`src/rtl/mul_controller_pkg.sv`:
```
// Shared constants and FSM state encoding for the repeated-addition multiplier controller.
// DATA_W is the operand/result width the datapath is built with.
package mul_controller_pkg;

  localparam int DATA_W = 16;

  typedef enum logic [2:0] {
    IDLE   = 3'd0,
    LOAD_A = 3'd1,
    LOAD_B = 3'd2,
    ACCUM  = 3'd3,
    DONE   = 3'd4,
    ERR    = 3'd5
  } state_t;

endpackage

```
`src/rtl/mul_controller_if.sv`:
```
// Controller-facing handshake and datapath-control bundle; master = controller, slave = host/datapath side.
interface mul_controller_if;

  logic start;
  logic in_valid;
  logic in_ready;
  logic eqz;
  logic res_ack;
  logic ldA;
  logic ldB;
  logic ldP;
  logic decB;
  logic clrP;
  logic done;
  logic busy;
  logic error;

  modport master (
    input  start, in_valid, eqz, res_ack,
    output in_ready, ldA, ldB, ldP, decB, clrP, done, busy, error
  );

  modport slave (
    output start, in_valid, eqz, res_ack,
    input  in_ready, ldA, ldB, ldP, decB, clrP, done, busy, error
  );

endinterface

```
`src/rtl/mul_controller_iter_counter.sv`:
```
// Accumulate-cycle counter: sync clear, enable, terminal-count flag; present only with MUL_CTRL_TIMEOUT_EN.
// Zero latency on tc (combinational compare of the registered count); no backpressure.
`ifdef MUL_CTRL_TIMEOUT_EN
module mul_controller_iter_counter #(
  parameter int WIDTH    = 17,
  parameter int TERMINAL = 65536
) (
  input  logic clock,
  input  logic reset,
  input  logic clear,
  input  logic enable,
  output logic tc
);

  localparam logic [WIDTH-1:0] TC_VAL = WIDTH'(TERMINAL);

  logic [WIDTH-1:0] count;

  always_ff @(posedge clock or posedge reset) begin
    if (reset)       count <= '0;
    else if (clear)  count <= '0;
    else if (enable) count <= count + 1'b1;
  end

  assign tc = (count == TC_VAL);

endmodule
`endif

```
`src/rtl/mul_controller.sv`:
```
// Sequencer for the P += A / B-- multiplier datapath; operands via valid/ready, done held until res_ack.
// Optional MUL_CTRL_TIMEOUT_EN adds an ERR abort after MAX_ITER accumulate cycles.
module mul_controller
  import mul_controller_pkg::*;
#(
  parameter int ITER_W   = 17,
  parameter int MAX_ITER = 65536
) (
  input  logic            clock,
  input  logic            reset,
  mul_controller_if.master bus
);

  if (ITER_W < $clog2(MAX_ITER + 1)) begin : g_iter_w_check
    $error("ITER_W too narrow to hold MAX_ITER");
  end

  state_t state, state_nxt;
  logic   in_ready, ld_a, ld_b, ld_p, dec_b, clr_p, done_flag, err_flag;

  always_ff @(posedge clock or posedge reset) begin
    if (reset) state <= IDLE;
    else       state <= state_nxt;
  end

`ifdef MUL_CTRL_TIMEOUT_EN
  logic iter_tc;

  mul_controller_iter_counter #(
    .WIDTH    (ITER_W),
    .TERMINAL (MAX_ITER)
  ) u_iter (
    .clock  (clock),
    .reset  (reset),
    .clear  (ld_b),
    .enable (ld_p),
    .tc     (iter_tc)
  );
`endif

  always_comb begin
    state_nxt = state;
    in_ready  = 1'b0;
    ld_a      = 1'b0;
    ld_b      = 1'b0;
    ld_p      = 1'b0;
    dec_b     = 1'b0;
    clr_p     = 1'b0;
    done_flag = 1'b0;
    err_flag  = 1'b0;
    case (state)
      IDLE: begin
        if (bus.start) state_nxt = LOAD_A;
      end
      LOAD_A: begin
        in_ready = 1'b1;
        if (bus.in_valid) begin
          ld_a      = 1'b1;
          clr_p     = 1'b1;
          state_nxt = LOAD_B;
        end
      end
      LOAD_B: begin
        in_ready = 1'b1;
        if (bus.in_valid) begin
          ld_b      = 1'b1;
          state_nxt = ACCUM;
        end
      end
      ACCUM: begin
        // eqz wins over the timeout so a B that reaches zero on the limit still completes
        if (bus.eqz) state_nxt = DONE;
`ifdef MUL_CTRL_TIMEOUT_EN
        else if (iter_tc) state_nxt = ERR;
`endif
        else begin
          ld_p  = 1'b1;
          dec_b = 1'b1;
        end
      end
      DONE: begin
        done_flag = 1'b1;
        if (bus.res_ack) state_nxt = IDLE;
      end
`ifdef MUL_CTRL_TIMEOUT_EN
      ERR: begin
        err_flag = 1'b1;
        if (bus.res_ack) state_nxt = IDLE;
      end
`endif
      default: state_nxt = IDLE;
    endcase
  end

  assign bus.in_ready = in_ready;
  assign bus.ldA      = ld_a;
  assign bus.ldB      = ld_b;
  assign bus.ldP      = ld_p;
  assign bus.decB     = dec_b;
  assign bus.clrP     = clr_p;
  assign bus.done     = done_flag;
  assign bus.error    = err_flag;
  assign bus.busy     = (state != IDLE);

endmodule
```
`src/flat_wrapper.sv`:
```
// flat-port wrapper written by rule: the top's interface ports become plain ports
module mul_controller_flat import mul_controller_pkg::*;
#(
  parameter int ITER_W   = 17,
  parameter int MAX_ITER = 65536
)
  (clock, reset, bus_start, bus_in_valid, bus_eqz, bus_res_ack, bus_in_ready, bus_ldA, bus_ldB, bus_ldP, bus_decB, bus_clrP, bus_done, bus_busy, bus_error);
  mul_controller_if bus_i ();
  input  logic clock;
  input  logic reset;
  input wire logic [$bits(bus_i.start)-1:0] bus_start;
  input wire logic [$bits(bus_i.in_valid)-1:0] bus_in_valid;
  input wire logic [$bits(bus_i.eqz)-1:0] bus_eqz;
  input wire logic [$bits(bus_i.res_ack)-1:0] bus_res_ack;
  output wire logic [$bits(bus_i.in_ready)-1:0] bus_in_ready;
  output wire logic [$bits(bus_i.ldA)-1:0] bus_ldA;
  output wire logic [$bits(bus_i.ldB)-1:0] bus_ldB;
  output wire logic [$bits(bus_i.ldP)-1:0] bus_ldP;
  output wire logic [$bits(bus_i.decB)-1:0] bus_decB;
  output wire logic [$bits(bus_i.clrP)-1:0] bus_clrP;
  output wire logic [$bits(bus_i.done)-1:0] bus_done;
  output wire logic [$bits(bus_i.busy)-1:0] bus_busy;
  output wire logic [$bits(bus_i.error)-1:0] bus_error;
  assign bus_i.start = bus_start;
  assign bus_i.in_valid = bus_in_valid;
  assign bus_i.eqz = bus_eqz;
  assign bus_i.res_ack = bus_res_ack;
  assign bus_in_ready = bus_i.in_ready;
  assign bus_ldA = bus_i.ldA;
  assign bus_ldB = bus_i.ldB;
  assign bus_ldP = bus_i.ldP;
  assign bus_decB = bus_i.decB;
  assign bus_clrP = bus_i.clrP;
  assign bus_done = bus_i.done;
  assign bus_busy = bus_i.busy;
  assign bus_error = bus_i.error;
  mul_controller #(.ITER_W(ITER_W), .MAX_ITER(MAX_ITER)) u_core (.clock(clock), .reset(reset), .bus(bus_i));
endmodule
```
`config.mk`:
```
export PLATFORM = sky130hd
export DESIGN_NAME = mul_controller_flat
export DESIGN_NICKNAME = d
export VERILOG_FILES = /design/src/rtl/mul_controller_pkg.sv /design/src/rtl/mul_controller_if.sv /design/src/rtl/mul_controller_iter_counter.sv /design/src/rtl/mul_controller.sv /design/src/flat_wrapper.sv
export SDC_FILE = /design/constraint.sdc
export NUM_CORES = 1
export LEC_CHECK = 0
export BUFFER_PORTS_ARGS = -buffer_cell sky130_fd_sc_hd__buf_2
export CAP_MARGIN = 20
export CORE_AREA = 2 2 39 41
export CTS_CLUSTER_SIZE = 28
export DETAILED_ROUTE_END_ITERATION = 12
export DIE_AREA = 0 0 41 43
export MAX_ROUTING_LAYER = met4
export PLACE_DENSITY_LB_ADDON = 0.3
export SYNTH_ARGS = -nofsm -noshare
export SYNTH_HDL_FRONTEND = slang
export SYNTH_HIERARCHICAL = 1
export SYNTH_SLANG_ARGS = --single-unit
```
`constraint.sdc`:
```
create_clock -name clock -period 1.2 [get_ports clock]
set_input_delay 0.06 -clock clock [delete_from_list [all_inputs] [get_ports clock]]
set_output_delay 0.06 -clock clock [all_outputs]
set_load 0.005 [all_outputs]
```
* Word level (Yosys, flattened, before mapping)
Cells that the tools add are included.
** Storage, ports and cells
- Memories :: 0
- Bits of input ports :: 6
- Output and inout port bits :: 9
- Latch bits :: 0
- Register bits after elaboration :: 3
- Memory bits (read-only) :: 0
- Memory bits (writable) :: 0
** Cells by class
- Bitwise gates (word level) :: 0
- Add/subtract/negate cells :: 0
- Shift-type cells :: 0
- Multiplexer cells :: 13
- Eq/ne operators :: 9
- Order comparisons :: 0
- $mul :: 0
- Reductions and logical operators :: 4
- Divide/modulo/power cells :: 0
** Operators with widths (count)
- two-way mux 3 bit :: 5
- one-hot mux 3 bit (5 select lines) :: 1
- != test 2 bit (second input constant) :: 5
- two-way mux 1 bit :: 7
- equality test 3 x 2 -> 1 bit (second input constant) :: 2
- AND reduction 5 bit :: 1
- equality test 3 x 1 -> 1 bit (second input constant) :: 1
- equality test 3 bit (second input constant) :: 1
- zero test 3 bit :: 1
- nonzero test 3 bit :: 1
- OR reduction 2 bit :: 1

* Logic depth before layout (Yosys ltp)
- Word-level depth :: 3
- Mapped depth :: 4

* Worst setup path before layout
Ideal clock, no wire load.
- Path type :: reg-to-output
- Start :: register u_core.state[2]
- End :: output port bus_ldA
- Slack :: 0.117 ns
- Arrival time :: 1.023 ns
- Cell stages (with the launch flop) :: 4
- Data required time :: 1.140 ns
- Buffers on the path :: 1
- Cells stage by stage :: dfrtp_1 nand2b_1 nor3b_1 buf_4
** Between the ends
- Cells in the longest elaborated chain, start to end :: 2
** Ends and longest elaborated chain
- start: declaration :: line mul_controller.sv:18 : state_t state, state_nxt;
- start signal: assignment :: line mul_controller.sv:23 : else state <= state_nxt;
- equality test 3 x 1 -> 1 bit
- two-way mux 1 bit
- end: declaration :: line flat_wrapper.sv:16 : output wire logic [$bits(bus_i.ldA)-1:0] bus_ldA;
Every way passes these cells.

* Worst setup path after layout
- Start :: register u_core.state[0]
- End :: output port bus_busy
** Between the ends
- Cells in the longest elaborated chain, start to end :: 1
** Ends and longest elaborated chain
- nonzero test 3 bit :: line mul_controller.sv:103 : assign bus.busy = (state != IDLE);
- end: declaration :: line flat_wrapper.sv:22 : output wire logic [$bits(bus_i.busy)-1:0] bus_busy;
Every way passes these cells.

==> results.md <==
- Status: finished, violations left
- Violated checks: setup timing
- Worst Path Required: 1140 ps
- First-pass DRT Iterations: 3
- Multi-input logic area: 170 um2
- Number of synthesized flops with an enable pin: 0
- Residual DRC: 0
- Endpoints failing setup: 3
- Core area: 1380 um2
- Die X: just over 40 um
- Initial Util: 19.3%
- WHS: 103 ps
- GRT Total Usage: 7.52%
- Sink Count: 3
- Gpl congestion: 0.614
- Layout cell share with drive strength beyond 1: 62.2%
- Syn_area_per_cell: 9.56 um2
- Initial antenna violation count: 0
- H-Tree Level Count: 1
- Synth Flop Type: dfrtp_1
- WP buf/inv: 1
- Crit. End Element: output pin
- CP max FO: 8
- Peak VDD IR: roughly 0.51 mV
- Input/output buffers: 13
- # diodes: 0
- Num rows: 14
- Max incr delay on CP: 470 ps
- Die area: roughly 1800 um2
- Wirelength per Cell: 9.74 um
- Die H: 43 um
- Via-to-Cell Ratio: 4.00
- Top Registers: u_core/state (3)
- Most flops, register: u_core/state
- Detail Route Antenna Nets: 0
- Storage element area: 77.6 um2
- Top achievable clock speed: just over 800 MHz
- Final min period: 1200 ps
- Post-synth design cell area: 268 um2
- Gr ovfl total: 0
- Async S/R FF share, synth: 100%
- Gate Count Post-Synth: 28
- Final Skew: 2.79 ps
- Syn nets: 34
- Clock transition at path regs: 40 ps
- Clk root buf: clkbuf_4
- Setup WS pre-CTS: around 140 ps
- Filler cell count in the final layout: 155
- Total number of yosys warnings: 6
- Worst EP arrival: approximately 1100 ps
- Fin. max-slew vios: 0
- Worst min path class: in -> reg
- Initial drt markers: 2
- DRT Wirelength: 594 um
- Number of nets in the layout: 52
- Critical path's top delay family: flip-flops
- Longest Clk Path Bufs: 2
- Max reg flops: 3
- Final worst-path cycle share: 100%
- Via count: 244
- Vias in the first global route: between 200 and 250
- TritonCTS clock tree: done
- Sequential area share after synthesis: between 20% and 30%
- Startpoint types: register
- Worst path cell trace: or3_1, buf_2
- Largest net degree at the start of global routing: 10
- Final Worst Setup Slack: -4.11 ps
- DP HPWL: between 300 and 400 um
- First-pass GRT wire length: ~880 um
- Crit Path Class: reg -> out
- Max_cap viols: 0
- Io pins: 15
- Final Hold Vio Count: 0
- Yosys cell types: 20
- Crit-path slowest cell: dfrtp_2
- Pleak: 0.209 nW
- Area delta synth->final: 53.3%
- RSZ-0062 raised after global routing: true
- Insertion delay to the later sink of the worst-skew pair: 230 ps
- FF+latch count, synth: 3
- TritonCTS buffer count: 3
- Pwr per Cell Area: 2320 nW/um2
## worst register-to-register path: stages (launching register included)
cell and delay, ps:
dfrtp_1 390, buf_6 150, buf_4 140, mux2i_1 100, a22o_1 190
## logic make-up (layout without fill, tap and decap cells)
kind of cell	count (synthesis)	count (layout)	synth area share, %
XOR/XNOR	1	1	3.27
flip-flops	3	3	28.0
AO/OA/AOI/OAI	4	4	13.1
buffers and inverters	7	24	19.6
AND/OR/NAND/NOR	10	10	26.6
other	1	1	1.40
multiplexers	2	2	7.94
## routing by layer
| metal | track usage [%] | part of all wire [%] |
|---|---|---|
| met5 | - | 0 |
| met4 | 6.00 | 0 |
| met3 | 1.57 | 4.0 |
| met2 | 10.6 | 55 |
| met1 | 8.71 | 41 |
## metrics by stage
step	utilization, %	setup TNS, ps	power, mW	area [um2]	cells
2_1_floorplan	-	0	0.555	268	28
3_5_place_dp	22.8	0	0.625	315	53
6_report	29.7	-7.02	0.953	410	61
3_3_place_gp	22.8	0	0.630	315	53
4_1_cts	27.7	-151	0.901	383	59
5_1_grt	29.7	-412	1.03	410	61
## area by class of cell
cell class                 count  share of cell area [%]
multi-input combinational     18                    41.5
timing repair buffer          18                    26.5
sequential                     3                    18.9
clock buffer                   4                    6.40
tap                           16                    4.88
inverter                       2                    1.83
## where the power goes
part / leakage, nW / internal, mW / switching (mW) / total [mW]
combinational: 0.159 / 0.332 / 0.212 / 0.544
clock: 0.0150 / 0.125 / 0.0545 / 0.179
sequential: 0.0355 / 0.149 / 0.0806 / 0.230
## synthesized netlist by cell type, drive strengths merged, types with 2 or more instances
cell | count | area [um2]
buf | 5 | 45.0
dfrtp | 3 | 75.1
inv | 2 | 7.51
nor2 | 2 | 7.51
nor3b | 3 | 27.5
## placed cells by master (no fill, tap or decap)
| cell type | count |
|---|---|
| a21bo_1 | 1 |
| a21oi_1 | 1 |
| a22o_1 | 1 |
| a32o_2 | 1 |
| buf_2 | 13 |
| buf_4 | 3 |
| buf_6 | 1 |
| clkbuf_1 | 1 |
| clkbuf_4 | 3 |
| conb_1 | 1 |
| dfrtp_1 | 1 |
| dfrtp_2 | 2 |
| dlygate4sd3_1 | 1 |
| inv_1 | 2 |
| mux2_1 | 1 |
| mux2i_1 | 1 |
| nand2b_4 | 1 |
| nand3b_1 | 1 |
| nor2_1 | 2 |
| nor2b_1 | 1 |
| nor3b_2 | 2 |
| nor3b_4 | 1 |
| nor4bb_2 | 1 |
| or3_1 | 1 |
| xnor2_1 | 1 |
## worst paths after layout
check / startpoint / endpoint / slack (ps) / cells after the start
setup / recovery: u_core/state[0]$_DFFE_PP0P_ / bus_busy / -4 / 2
hold / removal: bus_res_ack / u_core/state[2]$_DFFE_PP0P_ / 100 / 3
setup reg to reg: u_core/state[1]$_DFFE_PP0P_ / u_core/state[0]$_DFFE_PP0P_ / 110 / 4
hold reg to reg: u_core/state[2]$_DFFE_PP0P_ / u_core/state[1]$_DFFE_PP0P_ / 620 / 2
max in group asynchronous: reset / u_core/state[2]$_DFFE_PP0P_ / 820 / 3
min in group asynchronous: reset / u_core/state[0]$_DFFE_PP0P_ / 230 / 3
## timing repair
action	4_1_cts	5_1_grt
resized for setup	6	2
pin swaps	1	4
hold buffers	1	0
endpoints found under the hold margin	3	0
setup endpoints to repair	7	8
setup buffers	1	2
(Power assumes the default switching activity.)
